[src/rtl/reg_ctx_xfer_pkg.sv]
// Shared types and constants for the register-file context save/restore engine.
package reg_ctx_xfer_pkg;

  localparam int DEF_PW = 4;
  localparam int NREGS  = 2**DEF_PW;
  localparam int DEF_AW = 8;

  typedef enum logic [1:0] {
    IDLE,
    SAVE,
    RESTORE,
    DONE
  } state_t;

endpackage

[src/rtl/reg_ctx_xfer.sv]
// Context save/restore engine: walks every register once, copying it to data memory
// (save) or loading it back from data memory (restore), one register per clock.
module reg_ctx_xfer
  import reg_ctx_xfer_pkg::*;
#(
  parameter int pw = DEF_PW,
  parameter int aw = DEF_AW
) (
  input  logic          clk,
  input  logic          reset,
  input  logic          start_save,
  input  logic          start_restore,
  input  logic [aw-1:0] base_addr,
  output logic          busy,
  output logic          done,
  output logic [pw:0]   rf_rd_addr,
  input  logic [7:0]    rf_rd_dat,
  input  logic [7:0]    rf_acc,
  output logic          rf_wr_en,
  output logic [pw:0]   rf_wr_addr,
  output logic [7:0]    rf_wr_dat,
  output logic [aw-1:0] dm_addr,
  output logic          dm_wr_en,
  output logic [7:0]    dm_wr_dat,
  input  logic [7:0]    dm_rd_dat
);

  state_t          r_state;
  logic [pw-1:0]   r_idx;
  logic [aw-1:0]   r_base;

  logic [aw-1:0]   w_dm_addr;
  logic            w_last;

  // Memory slot address wraps modulo 2**aw.
  assign w_dm_addr = r_base + aw'(r_idx);
  assign w_last    = (r_idx == {pw{1'b1}});

  // NOTE: sequential state uses non-blocking assignments so every register
  // samples pre-edge values regardless of statement order.
  always_ff @(posedge clk or posedge reset) begin
    if (reset) begin
      r_state <= IDLE;
      r_idx   <= '0;
      r_base  <= '0;
    end else begin
      case (r_state)
        IDLE: begin
          // Save has priority when both requests arrive together.
          if (start_save || start_restore) begin
            r_state <= start_save ? SAVE : RESTORE;
            r_base  <= base_addr;
            r_idx   <= '0;
          end
        end
        SAVE, RESTORE: begin
          r_idx <= r_idx + pw'(1);
          if (w_last) r_state <= DONE;
        end
        DONE:    r_state <= IDLE;
        default: r_state <= IDLE;
      endcase
    end
  end

  // Ports read as zero whenever the engine is not driving them, so the
  // integration level can select between engine and core purely on busy.
  always_comb begin
    // NOTE: every output gets a default first so no path infers a latch.
    busy       = (r_state != IDLE);
    done       = (r_state == DONE);
    rf_rd_addr = '0;
    rf_wr_en   = 1'b0;
    rf_wr_addr = '0;
    rf_wr_dat  = '0;
    dm_addr    = '0;
    dm_wr_en   = 1'b0;
    dm_wr_dat  = '0;
    case (r_state)
      SAVE: begin
        rf_rd_addr = {1'b0, r_idx};
        dm_addr    = w_dm_addr;
        dm_wr_en   = 1'b1;
        // The read port returns 0 for R0, so its value comes from the accumulator tap.
        dm_wr_dat  = (r_idx == '0) ? rf_acc : rf_rd_dat;
      end
      RESTORE: begin
        dm_addr    = w_dm_addr;
        rf_wr_en   = 1'b1;
        rf_wr_addr = {1'b0, r_idx};
        rf_wr_dat  = dm_rd_dat;
      end
      default: ;
    endcase
  end

endmodule

[config.mk]
export PLATFORM = sky130hd
export DESIGN_NAME = reg_ctx_xfer
export DESIGN_NICKNAME = d
export VERILOG_FILES = /design/src/rtl/reg_ctx_xfer_pkg.sv /design/src/rtl/reg_ctx_xfer.sv
export SDC_FILE = /design/constraint.sdc
export NUM_CORES = 1
export LEC_CHECK = 0
export ABC_AREA = 1
export CORE_MARGIN = 5
export CORE_UTILIZATION = 40
export DETAILED_ROUTE_END_ITERATION = 12
export PLACE_DENSITY_LB_ADDON = 0.1
export RECOVER_POWER = 25
export SLEW_MARGIN = 20
export SYNTH_ARGS = -nofsm -noshare
export SYNTH_HDL_FRONTEND = slang
export SYNTH_SLANG_ARGS = --single-unit
[constraint.sdc]
create_clock -name clk -period 2.95 [get_ports clk]
set_input_delay 0.7375 -clock clk [delete_from_list [all_inputs] [get_ports clk]]
set_output_delay 0.7375 -clock clk [all_outputs]
set_load 0.005 [all_outputs]
==> flow_summary.yaml <==
hold_path:
  hold_depth: 2
  min_to: "r_base[2]"
  hp-start: "r_base[2]"
  worstHoldPathType: "reg2reg"
yosys:
  yosys.cell_count.top_type: "nand2_1"
  synth_top_area_share_pct: 28.9
  synth.avg_cell_area_um2: 6.46
  synth_top_flop_cell: "dfrtp_1"
  synth_area_leaders: "dfrtp_1 (29%), nand2_1 (16%), ha_1 (10%)"
  synth_edf_count: 0
  synth_commonest_cells: "nand2_1 (53), inv_1 (29), nor2_1 (27)"
  syn_area_um2: 1210
  ys_types: 21
  ys_seq_area_share_pct: 28.9
  synthArstFlopShare_pct: 100
  syn_inst: 188
  synth_top_area_cell: "dfrtp_1"
  yosysWarningCount: 0
  synth_seq_cells: 14
setup_path:
  critical_path_class: "reg2out"
  endpoint_kind: "output port"
  worstReg2RegEnd: "r_state[1]"
  rr_startpoint: "r_state[0]"
  r2r_cells: 7
  crit_slowest_cell: "clkdlybuf4s50_1"
  startpoint_type: "register"
  max_stage_delay_ps: 510
  path_cells: "ha_1, nand3_1, nand3_1, nand2_1, nand3_1, nand2_1, nor2_1, clkdlybuf4s50_1"
  crit_fanout: 5
  arrival_ps: 2090
  critPathBufInv: 1
  path_delay_family: "simple AND/OR/NAND/NOR gates"
  rrSetupSlack_ps: 1470
  cp.required_ps: 2210
  crit_top_cell: "nand3_1"
detailed_routing:
  first_iter_violations: 62
  wire_per_inst_um: 11.2
  dr.pass1.iters: 4
  drc: 0
  ant_nets: 0
  finalWirelength_mm: 3.30
  via_per_inst: 4.68
  vias: 1381
clock_network:
  cts_max_level: 1
  root_buffer: "clkbuf_4"
  cts_sinks: 14
  clkLatencyLatePin_ps: 280
  clock_path_buffers: 2
  clk_pin_slew_ps: 90
  hold_buffers: 0
  cts_tree: "built"
  cts_buffers: 3
floorplanning:
  ios: 74
  die_w_um: 65.1
  dieHeight_um: 65.1
  start_util_pct: 40.8
  core_area_um2: 2980
  num_rows: 20
  dieArea_um2: 4240
sta:
  worst_clock_skew_ps: 1.51
  drv_slew: 0
  setup_violations: 0
  final.setup.tns_ps: 0
  hold_viol_final: 0
  post-route-min-period_ps: 2820
  rsz0062_at_grt: "no"
  maxSlewHeadroom_pct: 65.3
  post-route-period-util_pct: 95.7
  fmax_mhz: 354
  worst_slew_pin_slew_ps: 520
flow_run:
  drv_cap: 0
final_layout:
  diodes: 0
  fill_cells: 256
  drive_gt1_share_pct: 8.02
  area_growth_syn_to_layout_pct: 65.6
  fin_nets: 310
  layoutNonFillerInstCount: 295
placed_design:
  portBuffers: 71
  dp_cells: 291
  place_congestion: 0.843
  hpwl_mm: 2.68
global_routing:
  grt_pass1_wl_mm: 5.22
  grt_pass1_vias: 1229
  antenna_found_initial: 0
  grt_max_degree: 15
  gr-usage-all-layers_pct: 15.5
  gr-total-overflow: 0
power_and_ir_drop:
  p_per_area_nw_per_um2: 974
  p_leak_nw: 1.05
  irDropWorstVdd_uv: 617
status:
  status: "finished, final reports clean"
placed cells by master, fill, tap and decap left out:
| cell | count |
|---|---|
| nor2_1 | 27 |
| o21ai_2 | 2 |
| nand2_1 | 53 |
| a21oi_1 | 8 |
| a21boi_0 | 1 |
| dlygate4sd3_1 | 1 |
| o21ai_1 | 2 |
| dfrtp_2 | 2 |
| clkbuf_4 | 3 |
| nand4_1 | 3 |
| o21ai_0 | 15 |
| o21ai_4 | 1 |
| conb_1 | 2 |
| nand2_2 | 4 |
| ha_1 | 10 |
| clkdlybuf4s50_1 | 68 |
| fa_2 | 1 |
| inv_2 | 2 |
| or2_1 | 1 |
| inv_1 | 29 |
| clkbuf_8 | 1 |
| dfrtp_1 | 12 |
| dlymetal6s2s_1 | 1 |
| nand2_4 | 1 |
| buf_4 | 3 |
| nand3_1 | 7 |
| nand3_2 | 1 |
| dlygate4sd2_1 | 1 |
per-stage QoR:
| stage | setup slack [ps] | hold slack (ps) | power [mW] | instance area [um2] | utilization, % |
|---|---|---|---|---|---|
| global route | 5.89 | 530 | 2.18 | 2010 | 67.5 |
| global placement | 270 | 470 | 1.81 | 1960 | 65.9 |
| finish | 127 | 491 | 1.96 | 2010 | 67.5 |
| floorplan | 764 | 453 | 1.17 | 1220 | - |
| CTS | 26.3 | 494 | 1.98 | 2000 | 67.1 |
| detailed placement | 248 | 470 | 1.83 | 1960 | 65.9 |
worst reg2reg max path: stages (launching register included):
cell and delay [ps]:
dfrtp_1 400, inv_1 80, ha_1 410, buf_4 210, o21ai_2 60, nand2_2 80, nor2_1 90, a21oi_1 40
logic make-up (layout without fill, tap and decap cells):
group,after synthesis,after routing,synth area share (%)
and+or+nand+nor,97,97,33.1
buffers and inverters,36,109,12.1
AOI/OAI and AO/OA,29,29,13.7
DFF,14,14,28.9
adders and majority gates,11,11,12.0
other,1,2,0.309
cell type report:
cell class	count	area, um2	area share [%]
Multi-Input combinational cell	139	728	36.2
Clock buffer	4	36.3	1.81
Timing Repair Buffer	74	734	36.6
Sequential cell	14	353	17.6
Inverter	31	116	5.79
Tap cell	33	41.3	2.05
power breakdown:
part	switching (mW)	internal [mW]	total, mW
clock	0.0680	0.0752	0.143
sequential	0.0884	0.290	0.379
combinational	0.713	0.723	1.44
total	0.870	1.09	1.96
routing by layer:
| layer | GRT usage (%) | wire length, um | up-vias |
|---|---|---|---|
| met2 | 26.8 | 1500 | 57 |
| met1 | 18.4 | 1500 | 594 |
| met3 | 3.47 | 261 | 4 |
| met5 | 0 | 0 | - |
| li1 | - | - | 726 |
| met4 | 5.96 | 37 | 0 |
timing repair:
| action | CTS | global route |
|---|---|---|
| setup buffers | 0 | 0 |
| gates resized for setup | 2 | 4 |
| gates cloned | 0 | 0 |
| setup endpoints to repair | 2 | 3 |
| pin swaps | 0 | 0 |
flip-flops by register name, indices dropped and copies added, names as in the netlist:
| register | count |
|---|---|
| r_base | 8 |
| r_idx | 4 |
| r_state | 2 |
how the worst max path moves through the flow:
stage	from	endpoint	slack [ps]	cells past startpoint
floorplan	r_idx[0]	dm_addr[6]	760	7
global placement	r_idx[0]	dm_addr[6]	270	8
detailed placement	r_idx[0]	dm_addr[6]	250	8
CTS	r_idx[0]	dm_addr[4]	30	8
global route	r_idx[2]	dm_addr[7]	6	8
finish	r_idx[2]	dm_addr[5]	130	8
Note: power is estimated with default switching activity, not from simulation.
